--- config.mk ---
export PLATFORM = sky130hd
export DESIGN_NAME = ddr3_traffic_gen
export DESIGN_NICKNAME = d
export VERILOG_FILES = /design/src/rtl/ddr3_traffic_gen.sv
export SDC_FILE = /design/constraint.sdc
export NUM_CORES = 1
export LEC_CHECK = 0
export ABC_AREA = 1
export ABC_CLOCK_PERIOD_IN_PS = 4000
export CAP_MARGIN = 10
export CORE_ASPECT_RATIO = 2
export CORE_MARGIN = 4
export CORE_UTILIZATION = 36
export DETAILED_ROUTE_END_ITERATION = 6
export GPL_TIMING_DRIVEN = 0
export PLACE_DENSITY = 0.67
export SLEW_MARGIN = 10
export SYNTH_ARGS = -nofsm -noshare
export SYNTH_HDL_FRONTEND = slang
export SYNTH_SLANG_ARGS = --single-unit
--- constraint.sdc ---
create_clock -name ui_clk -period 4 [get_ports ui_clk]
set_input_delay 1.2 -clock ui_clk [delete_from_list [all_inputs] [get_ports ui_clk]]
set_output_delay 1.2 -clock ui_clk [all_outputs]
set_load 0.005 [all_outputs]
--- src/rtl/ddr3_traffic_gen.sv ---
// DDR3 MIG traffic generator: writes a patterned block, reads it back and counts mismatches.
// Supports looping passes, a read-return watchdog and first-error address capture.
module ddr3_traffic_gen #(
  parameter int unsigned ADDR_W    = 28,
  parameter int unsigned DATA_W    = 256,
  parameter int unsigned ADDR_STEP = 8,
  parameter int unsigned LEN_W     = 16,
  parameter int unsigned ERR_W     = 16,
  parameter int unsigned TIMEOUT   = 4096
) (
  input  logic                ui_clk,
  input  logic                ui_rst_n,
  input  logic                test_start,
  input  logic [1:0]          test_mode,
  input  logic                test_loop,
  input  logic [LEN_W-1:0]    test_len,
  input  logic [ADDR_W-1:0]   base_addr,
  output logic [ADDR_W-1:0]   app_addr,
  output logic [2:0]          app_cmd,
  output logic                app_en,
  input  logic                app_rdy,
  input  logic                app_wdf_rdy,
  output logic [DATA_W-1:0]   app_wdf_data,
  output logic [DATA_W/8-1:0] app_wdf_mask,
  output logic                app_wdf_wren,
  output logic                app_wdf_end,
  input  logic [DATA_W-1:0]   app_rd_data,
  input  logic                app_rd_data_valid,
  output logic                test_busy,
  output logic [ERR_W-1:0]    error_num,
  output logic                error_done,
  output logic [ADDR_W-1:0]   first_err_addr
);

  localparam int unsigned LANES = DATA_W / 32;
  localparam int unsigned WD_W  = $clog2(TIMEOUT + 1);
  localparam int unsigned SUM_W = ((ERR_W > LEN_W) ? ERR_W : LEN_W) + 1;
  localparam logic [31:0] LFSR_SEED = 32'hFFFF_FFFF;
  localparam logic [31:0] LFSR_TAPS = 32'h8020_0003;
  localparam logic [2:0]  CMD_WR = 3'b000;
  localparam logic [2:0]  CMD_RD = 3'b001;
  localparam logic [ERR_W-1:0] ERR_MAX = '1;

  typedef enum logic [2:0] {S_IDLE, S_WRITE, S_READ, S_WAIT_RD, S_DONE} state_t;

  // Right-shifting Galois form of x^32+x^22+x^2+x+1
  function automatic logic [31:0] lfsr_adv(input logic [31:0] s);
    return {1'b0, s[31:1]} ^ (s[0] ? LFSR_TAPS : 32'h0);
  endfunction

  function automatic logic [DATA_W-1:0] pattern(input logic [1:0] m, input logic [LEN_W-1:0] k,
                                                input logic [ADDR_W-1:0] a, input logic [31:0] l);
    logic [31:0] w;
    case (m)
      2'd0:    w = 32'(k);
      2'd1:    w = 32'(a);
      2'd2:    w = 32'h1 << k[4:0];
      default: w = l;
    endcase
    return {LANES{w}};
  endfunction

  state_t             state;
  logic [1:0]         mode_q;
  logic [LEN_W-1:0]   len_q;
  logic [ADDR_W-1:0]  base_q;
  logic [LEN_W-1:0]   wr_k;
  logic [31:0]        wr_lfsr;
  logic [LEN_W-1:0]   rd_cnt;
  logic [ADDR_W-1:0]  chk_addr;
  logic [31:0]        chk_lfsr;
  logic [WD_W-1:0]    wd_cnt;
  logic               first_seen;

  logic [1:0]         sel_mode;
  logic [ADDR_W-1:0]  sel_base;
  logic [DATA_W-1:0]  beat0_data;
  logic [ADDR_W-1:0]  nxt_addr;
  logic [31:0]        nxt_lfsr;
  logic [DATA_W-1:0]  nxt_data;
  logic [DATA_W-1:0]  exp_data;
  logic               start_pass;
  logic               cmd_done;
  logic               dat_done;
  logic               issue_last;
  logic               rd_active;
  logic               rd_beat;
  logic               rd_bad;
  logic               timeout_hit;
  logic [SUM_W-1:0]   err_sum;
  logic [ERR_W-1:0]   err_timeout;

  assign app_wdf_mask = '0;
  assign app_wdf_end  = app_wdf_wren;

  // Next-beat values for the issue side and expected word for the return side
  always_comb begin
    sel_mode    = (state == S_IDLE) ? test_mode : mode_q;
    sel_base    = (state == S_IDLE) ? base_addr : base_q;
    beat0_data  = pattern(sel_mode, '0, sel_base, LFSR_SEED);
    nxt_addr    = app_addr + ADDR_W'(ADDR_STEP);
    nxt_lfsr    = lfsr_adv(wr_lfsr);
    nxt_data    = pattern(mode_q, wr_k + LEN_W'(1), nxt_addr, nxt_lfsr);
    exp_data    = pattern(mode_q, rd_cnt, chk_addr, chk_lfsr);
    start_pass  = ((state == S_IDLE) && test_start) || ((state == S_DONE) && test_loop);
    cmd_done    = !app_en || app_rdy;
    dat_done    = !app_wdf_wren || app_wdf_rdy;
    issue_last  = (wr_k == len_q - LEN_W'(1));
    rd_active   = (state == S_READ) || (state == S_WAIT_RD);
    rd_beat     = rd_active && app_rd_data_valid && (rd_cnt != len_q);
    rd_bad      = rd_beat && (app_rd_data != exp_data);
    timeout_hit = rd_active && !app_rd_data_valid && (wd_cnt == WD_W'(TIMEOUT - 1));
    err_sum     = SUM_W'(error_num) + SUM_W'(len_q - rd_cnt);
    err_timeout = (err_sum > SUM_W'(ERR_MAX)) ? ERR_MAX : ERR_W'(err_sum);
  end

  always_ff @(posedge ui_clk or negedge ui_rst_n) begin
    if (!ui_rst_n) begin
      state          <= S_IDLE;
      mode_q         <= '0;
      len_q          <= '0;
      base_q         <= '0;
      wr_k           <= '0;
      wr_lfsr        <= LFSR_SEED;
      rd_cnt         <= '0;
      chk_addr       <= '0;
      chk_lfsr       <= LFSR_SEED;
      wd_cnt         <= '0;
      first_seen     <= 1'b0;
      app_addr       <= '0;
      app_cmd        <= CMD_WR;
      app_en         <= 1'b0;
      app_wdf_data   <= '0;
      app_wdf_wren   <= 1'b0;
      test_busy      <= 1'b0;
      error_num      <= '0;
      error_done     <= 1'b0;
      first_err_addr <= '0;
    end else begin
      error_done <= 1'b0;

      // Return checker runs independently of command issue
      if (rd_beat) begin
        rd_cnt   <= rd_cnt + LEN_W'(1);
        chk_addr <= chk_addr + ADDR_W'(ADDR_STEP);
        chk_lfsr <= lfsr_adv(chk_lfsr);
        wd_cnt   <= '0;
        if (rd_bad) begin
          if (error_num != ERR_MAX) error_num <= error_num + ERR_W'(1);
          if (!first_seen) begin
            first_seen     <= 1'b1;
            first_err_addr <= chk_addr;
          end
        end
      end else if (rd_active) begin
        wd_cnt <= wd_cnt + WD_W'(1);
      end

      case (state)
        S_IDLE: begin
          if (test_start) begin
            mode_q         <= test_mode;
            len_q          <= (test_len == '0) ? LEN_W'(1) : test_len;
            base_q         <= base_addr;
            error_num      <= '0;
            first_err_addr <= '0;
            first_seen     <= 1'b0;
            test_busy      <= 1'b1;
          end
        end
        S_WRITE: begin
          if (cmd_done && dat_done) begin
            if (issue_last) begin
              state        <= S_READ;
              wr_k         <= '0;
              app_en       <= 1'b1;
              app_cmd      <= CMD_RD;
              app_addr     <= base_q;
              app_wdf_wren <= 1'b0;
            end else begin
              wr_k         <= wr_k + LEN_W'(1);
              wr_lfsr      <= nxt_lfsr;
              app_addr     <= nxt_addr;
              app_wdf_data <= nxt_data;
              app_en       <= 1'b1;
              app_wdf_wren <= 1'b1;
            end
          end else begin
            if (app_rdy)     app_en       <= 1'b0;
            if (app_wdf_rdy) app_wdf_wren <= 1'b0;
          end
        end
        S_READ: begin
          if (timeout_hit) begin
            app_en     <= 1'b0;
            error_num  <= err_timeout;
            error_done <= 1'b1;
            state      <= S_DONE;
          end else if (app_rdy) begin
            if (issue_last) begin
              app_en <= 1'b0;
              state  <= S_WAIT_RD;
            end else begin
              wr_k     <= wr_k + LEN_W'(1);
              app_addr <= nxt_addr;
            end
          end
        end
        S_WAIT_RD: begin
          if (rd_cnt == len_q) begin
            error_done <= 1'b1;
            state      <= S_DONE;
          end else if (timeout_hit) begin
            error_num  <= err_timeout;
            error_done <= 1'b1;
            state      <= S_DONE;
          end
        end
        S_DONE: begin
          if (!test_loop) begin
            state     <= S_IDLE;
            test_busy <= 1'b0;
          end
        end
        default: state <= S_IDLE;
      endcase

      // New pass, either from a start pulse or a looping DONE
      if (start_pass) begin
        state        <= S_WRITE;
        wr_k         <= '0;
        wr_lfsr      <= LFSR_SEED;
        rd_cnt       <= '0;
        chk_addr     <= sel_base;
        chk_lfsr     <= LFSR_SEED;
        wd_cnt       <= '0;
        app_en       <= 1'b1;
        app_cmd      <= CMD_WR;
        app_addr     <= sel_base;
        app_wdf_wren <= 1'b1;
        app_wdf_data <= beat0_data;
      end
    end
  end

endmodule

# Word-level counts from Yosys, hierarchy flattened
# Index checks and enable logic that the tools add are counted.
# Widths: inputs -> output; s select.
classes:
  add_sub_neg: 9
  order_cmp: 1
  eq_ne: 28
  shifts: 2
  mux: 88
  bitwise: 2
  reduce_logical: 35
ops:
  columns: ["op", "count"]
  rows:
  - ["$mux 256", 4]
  - ["$mux 28", 14]
  - ["$pmux 32 s3", 3]
  - ["$mux 16", 16]
  - ["$mux 32", 8]
  - ["$ne 256x256->1", 1]
  - ["$shl 1x5->32 const A", 2]
  - ["$xor 31x32->32", 2]
  - ["$add 28x4->28 const B", 2]
  - ["$pmux 28 s2", 1]
  - ["$add 16x1->16 const B", 3]
  - ["$pmux 16 s3", 1]
  - ["$mux 13", 3]
  - ["$mux 3", 13]
  - ["$eq 16x16->1", 2]
  - ["$pmux 16 s2", 1]
  - ["$mux 1", 19]
  - ["$ne 3x3->1 const B", 6]
  - ["$add 16x17->17", 1]
  - ["$gt 17x16->1 const B", 1]
  - ["$sub 16x16->17", 1]
  - ["$logic_not 16->1", 1]
  - ["$ne 16x16->1", 1]
  - ["$ne 16x16->1 const B", 1]
  - ["other kinds (26)", 58]
word_totals:
  regBits: 522
  inputBits: 309
  output_inout_bits: 368
  wordCells: 185

# Longest topological paths before layout
# Gate-level depths: netlist of run 1.
depth:
  word_depth: 10
  ltp_mapped: 26
  mapped_depth_nobuf: 24

# Worst setup path before layout of run 1
# No wires, ideal clock.
synth_path:
  kind: "reg2reg"
  start: "register error_num[1]"
  end: "register error_num[10]"
  setup_time_ps: 113
  arrival_time_ps: 2966
  required_ps: 3887
  setup_slack_ps: 921
  path_stages_with_launch: 19
  path_buffers: 0
  period_less_slack_ps: 3079
  path_cell_list: "dfrtp_1 -> inv_1 -> fa_1 -> fa_1 -> inv_1 -> nand3_1 -> nand2_1 -> a21oi_1 -> o21bai_1 -> nand2_1 -> nand2_1 -> nand4_1 -> nand2_1 -> xnor2_1 -> nand2_1 -> o21ai_0 -> nand3_1 -> nand2_1 -> inv_1"
synth_via:
  elab_chain_cells: 7
  word_cells_on_any_way: 12
  classes_between: "2 x add/sub; 1 x order compare; 1 x eq/ne; 8 x mux"
synth_lines:
  columns: ["item", "line", "text"]
  rows:
  - ["start: declaration", "30", "output logic [ERR_W-1:0] error_num,"]
  - ["start signal: assignment", "149", "if (error_num != ERR_MAX) error_num <= error_num + ERR_W'(1);"]
  - ["start signal: assignment", "196", "error_num <= err_timeout;"]
  - ["start signal: assignment", "214", "error_num <= err_timeout;"]
  - ["parallel branches: the longest is 6 deep, another holds $add 16x17->17", null, null]
  - ["$pmux 16 s3 *", "159", "case (state)"]
# Mark *: on every way between the ends.
# A chain may end at the register's enable or synchronous reset.

# Worst setup path after layout of run 1
layout_path:
  start: "input test_start"
  end: "register app_wdf_data[225]"
layout_via:
  elab_chain_cells: 4
  word_cells_on_any_way: 7
  classes_between: "1 x eq/ne; 1 x mux; 5 x reduce/logical"
layout_lines:
  columns: ["item", "line", "text"]
  rows:
  - ["start: declaration", "13", "input logic test_start,"]
  - ["$logic_and 1x1->1 *", "105", "start_pass = ((state == S_IDLE) && test_start) || ((state == S_DONE) && test_loop);"]
  - ["$logic_or 1x1->1 *", "105", null]
  - ["$ne 2x2->1 (no source line) or $reduce_bool 2->1 (tied branches)", null, null]
  - ["$reduce_and 3->1 (no source line)", null, null]
  - ["end signal: assignment", "184", "app_wdf_data <= nxt_data;"]
  - ["end signal: assignment", "241", "app_wdf_data <= beat0_data;"]
  - ["end: declaration", "23", "output logic [DATA_W-1:0] app_wdf_data,"]
# Every way passes the cells marked *; elsewhere a longest branch is shown, timed or not.

==> impl.org, run 1 <==
** Setup path
- Among the stages of the critical path, the cell type that occurs most often is sky130_fd_sc_hd__nand2_1.
- STA classifies the critical path startpoint as a primary input.
- Together, buffers and inverters on the worst path number 3.
- Broken down by cell family, the worst path's largest delay share belongs to buffers and inverters.
- Endpoint type of the worst setup path :: register
- The largest individual stage delay along the critical path comes from the cell sky130_fd_sc_hd__clkbuf_1.
- Biggest cell delay along the critical path :: 0.66 ns
- Category of the critical setup timing path :: primary input to register
- The critical path goes through clkdlybuf4s50_1 -> nand2_1 -> nand2_1 -> clkbuf_1 -> clkbuf_1 -> nand2_1 -> nand2_1 -> nand2_1 -> a31oi_1.
- For the worst setup path, the data arrival time is 4.42 ns.
- Peak fanout along the critical path :: 10
- Required time of the worst setup path :: 4.51 ns

** Place
- Once detailed placement completed, the half-perimeter wirelength came to ~110 mm.
- Once placement completed, the tool counted placed cells totaling about 5,500.
- Quantity of I/O buffers inserted on ports :: 642
- Placement Cell Area :: about 33,000 µm²
- The congestion estimate from routability-driven global placement came to between 1 and 1.5.
- OpenSTA, run right after detailed placement, puts the worst setup slack at -0.556 ns.

** Floorplanning
- The floorplan has ~140 rows.
- The die covers 75,900 µm².
- Die boundary height :: slightly below 400 µm
- Die width :: 197 µm
- The initial utilization of the core area, before any placement, comes to around 36%.
- In this run the standard cell core region covers 70,800 µm².
- I/O pin count :: 677

** Timing
- Post-layout min period :: 3.91 ns
- Finish-stage setup viols :: 0
- Setup repair after global routing missed its margin :: true
- Final critical-path setup slack :: ~0.094 ns
- The number of hold violations in the final report is 0.
- Max Clock Skew :: ~0.027 ns
- For the pin with the worst max-slew slack, the measured transition is 1.21 ns.
- Final TNS setup :: 0 ns
- Hold slack final :: 0.494 ns
- The final max-slew violation count came to 0.
- Derived from the worst setup path, the maximum achievable clock frequency is 0.256 GHz.
- In the finished design, the share of the clock period the worst path needs comes to between 90% and 100%.
- Normalized max-slew margin :: 19.3%

** Clock network
- Clock latency of the later-clocked register in the worst-skew pair :: 0.59 ns
- Clock slew seen by the registers of the worst setup and hold paths :: 0.07 ns
- CTS built an H-tree with a depth of 1.
- Number of hold buffers added after CTS :: 0
- Counting every sink on the clock net gives 296.
- Clock buffer depth :: 3
- TritonCTS built the clock tree.
- Master cell of the clock root buffer :: sky130_fd_sc_hd__clkbuf_16
- Number of buffers created by CTS :: 27

** Detailed routing
- After detailed routing, the number of remaining DRC violations is 0.
- Violation count after the first detailed-routing iteration :: between 2,000 and 2,500
- Count of vias placed by the detailed router :: 29,400
- Wire segments on met2 add up to 65.6 mm in the final route.
- The count of nets left with antenna violations once routing finished came out at 0.
- Post-detailed-route wirelength per cell :: about 24 µm
- For this block, wires on met1 add up to 43.2 mm.
- The pre-antenna-repair detailed-routing pass consisted of 7 iterations.
- After detailed routing, the met3 layer carries about 9.3 mm of wire.
- Routed signal wires occupy layers up through met4.
- The final layout contains routed wiring with a total length of 133 mm.
- After detailed routing, the number of vias per cell comes to 5.32.

** Status
- The run finished with clean final reports.

** Synth
- In this run, synthesis produced a sequential element count of between 200 and 300.
- Cell types with the highest counts after synthesis :: 1,069 x sky130_fd_sc_hd__nand2_1, 399 x sky130_fd_sc_hd__nor2_1, 352 x sky130_fd_sc_hd__inv_1
- In this run, synthesis inferred 0 flip-flops with an integrated enable.
- Most frequent cell after synthesis :: sky130_fd_sc_hd__nand2_1
- Averaged over all synthesized cells, the footprint is 6.63 µm².
- Synthesized instance count :: 3,873
- Post-Synthesis Cell Area :: 25,700 µm²
- Dominant cells by area after synthesis :: sky130_fd_sc_hd__dfrtp_1 23%, sky130_fd_sc_hd__nand2_1 16%, sky130_fd_sc_hd__buf_4 7.8%, sky130_fd_sc_hd__dfstp_2 6.5%, sky130_fd_sc_hd__nor2_1 5.8%
- Synth Flop Type :: sky130_fd_sc_hd__dfrtp_1
- The Yosys step of the flow raised 0 warnings.
- The biggest area contributor in the post-synthesis netlist is sky130_fd_sc_hd__dfrtp_1.
- Of all flip-flops after synthesis, the portion carrying an async set or reset was 100%.
- Library cells used by synthesis :: 56
- Top cell type's share of synthesized area :: 22.6%
- Sequential area share after synthesis :: around 29%

** Run
- Across the run, the number of max-cap violations was 0.

** Global route
- The initial antenna violation count is 8.
- Via count of the first global-routing pass :: 28,400
- Entering global routing, the biggest net connects between 100 and 150 pins.
- Gr usage total :: 33.2%
- Global route overflow :: 0
- The first global-routing pass estimated 187 mm of wire.

** Power
- Power per Cell Area :: about 350 nW/µm²
- The design draws 12.1 mW.
- IR analysis of the VDD net gives a maximum drop of 0.286 mV.
- Summed over all cells, the static leakage comes to 16.1 nW.

** Finish
- Final core area utilization :: 48.8%
- Final Instance Count excl. Fillers :: 5,516
- The net count of the finished layout is a little under 5,000.
- Fraction of final layout cells sized beyond drive strength 1 :: 12.2%
- Final cell area excluding filler cells :: about 35,000 µm²
- Layout overhead on the synthesized area :: 34.5%
- The filler cells instantiated in the layout total 7,398.

** Min path
- Type of the most critical hold path :: register to register
layout by cell type, fill, tap and decap left out, types with 122 or more instances in the layout:
| master | Yosys | routed |
|---|---|---|
| sky130_fd_sc_hd__nand2_1 | 1069 | 1054 |
| sky130_fd_sc_hd__clkdlybuf4s50_1 | 0 | 641 |
| sky130_fd_sc_hd__nor2_1 | 399 | 394 |
| sky130_fd_sc_hd__inv_1 | 352 | 351 |
| sky130_fd_sc_hd__o21ai_0 | 289 | 289 |
| sky130_fd_sc_hd__buf_4 | 266 | 268 |
| sky130_fd_sc_hd__dfrtp_1 | 232 | 230 |
| sky130_fd_sc_hd__nand3b_1 | 191 | 191 |
| sky130_fd_sc_hd__nand3_1 | 175 | 174 |
| sky130_fd_sc_hd__a21oi_1 | 123 | 122 |
sequential cells by signal, indices dropped and copies added, names as in the netlist, 16 cells and up:
signal	flops
app_wdf_data	32
chk_lfsr	32
wr_lfsr	32
app_addr	28
base_q	28
chk_addr	28
first_err_addr	28
error_num	16
len_q	16
rd_cnt	16
wr_k	16
path summary, 6_finish.rpt:
path / startpoint / endpoint / slack [ns] / cells after the start
max reg2reg: rd_cnt[4]$_DFFE_PN0N_ / error_num[7]$_DFF_PN0_ / 0.14 / 22
min: wr_lfsr[14]$_DFFE_PN1P_ / wr_lfsr[14]$_DFFE_PN1P_ / 0.49 / 2
max in group asynchronous: ui_rst_n / app_wdf_data[252]$_DFFE_PN0P_ / 2.25 / 2
max: test_start / app_wdf_data[225]$_DFFE_PN0P_ / 0.09 / 9
min reg2reg: wr_lfsr[14]$_DFFE_PN1P_ / wr_lfsr[14]$_DFFE_PN1P_ / 0.49 / 2
min in group asynchronous: ui_rst_n / error_num[9]$_DFF_PN0_ / 0.58 / 1
area by class of cell:
| cell class | instances | area [µm²] | share of cell area [%] |
|---|---|---|---|
| well taps | 910 | 1140 | 3.29 |
| clock inverters | 16 | 175 | 0.507 |
| plain buffers | 400 | 2590 | 7.51 |
| clock buffers | 33 | 728 | 2.11 |
| repair buffers | 646 | 6510 | 18.8 |
| diodes | 7 | 17.5 | 0.0507 |
| inverters | 370 | 1390 | 4.03 |
| flip-flops and latches | 296 | 7490 | 21.7 |
| multi-input cells | 2838 | 14500 | 42.0 |
worst reg2reg max path: stages (launching register included):
cell	delay, ns
sky130_fd_sc_hd__dfrtp_1	0.70
sky130_fd_sc_hd__inv_4	0.14
sky130_fd_sc_hd__nor2_8	0.18
sky130_fd_sc_hd__buf_8	0.16
sky130_fd_sc_hd__nand2_2	0.07
sky130_fd_sc_hd__nand2_4	0.16
sky130_fd_sc_hd__nand2_4	0.18
sky130_fd_sc_hd__nand2_1	0.10
sky130_fd_sc_hd__nand2_1	0.08
sky130_fd_sc_hd__nor2_1	0.19
sky130_fd_sc_hd__nand2_4	0.16
sky130_fd_sc_hd__nor2_1	0.12
sky130_fd_sc_hd__nand2_1	0.18
sky130_fd_sc_hd__nor2_1	0.14
sky130_fd_sc_hd__nand2_1	0.07
sky130_fd_sc_hd__nor2_2	0.21
sky130_fd_sc_hd__nand2_4	0.16
sky130_fd_sc_hd__buf_2	0.23
sky130_fd_sc_hd__nand3_1	0.15
sky130_fd_sc_hd__nand3_1	0.10
sky130_fd_sc_hd__nand2_1	0.10
sky130_fd_sc_hd__nand3_1	0.06
sky130_fd_sc_hd__nand2_1	0.13
power breakdown:
part | total, mW | internal (mW) | leakage [nW] | switching (mW)
clock | 2.81 | 1.50 | 0.433 | 1.31
sequential | 4.14 | 3.46 | 3.32 | 0.679
combinational | 5.16 | 3.15 | 12.4 | 2.01
total | 12.1 | 8.11 | 16.1 | 4.00
layer usage:
metal,track usage (%),vias to the layer above
met5,0,-
met4,29.8,0
met3,5.55,520
met2,59.3,1511
met1,32.3,13600
li1,-,13700
repair_timing:
| item | 4_1_cts | 5_1_grt |
|---|---|---|
| gates cloned | 0 | 0 |
| endpoints found under the setup margin | 54 | 122 |
| endpoints found under the hold margin | 0 | 0 |
| resized for setup | 11 | 57 |
| pin swaps | 0 | 3 |
| buffers inserted | 0 | 2 |
kinds of logic (layout without fill, tap and decap cells):
group / count (synthesis) / after routing / synth area share, %
AO/OA/AOI/OAI: 583 / 583 / 12.6
XOR/XNOR: 104 / 104 / 3.55
adder cells (fa/ha/maj): 49 / 49 / 2.85
buffers and inverters: 772 / 1465 / 15.5
flip-flops: 296 / 296 / 29.1
other: 1 / 41 / 0.0146
AND/OR/NAND/NOR: 2068 / 2068 / 36.4
Power figures use the tool's default switching activity.
==> run 2: changes to the inputs <==
--- a/config.mk
+++ b/config.mk
@@ -7,7 +7,6 @@
 export LEC_CHECK = 0
 export ABC_AREA = 1
 export ABC_CLOCK_PERIOD_IN_PS = 4000
-export CAP_MARGIN = 10
 export CORE_ASPECT_RATIO = 2
 export CORE_MARGIN = 4
 export CORE_UTILIZATION = 36
==> results of run 2 <==
Final layout, timing and power as in run 1 (identical DEF).
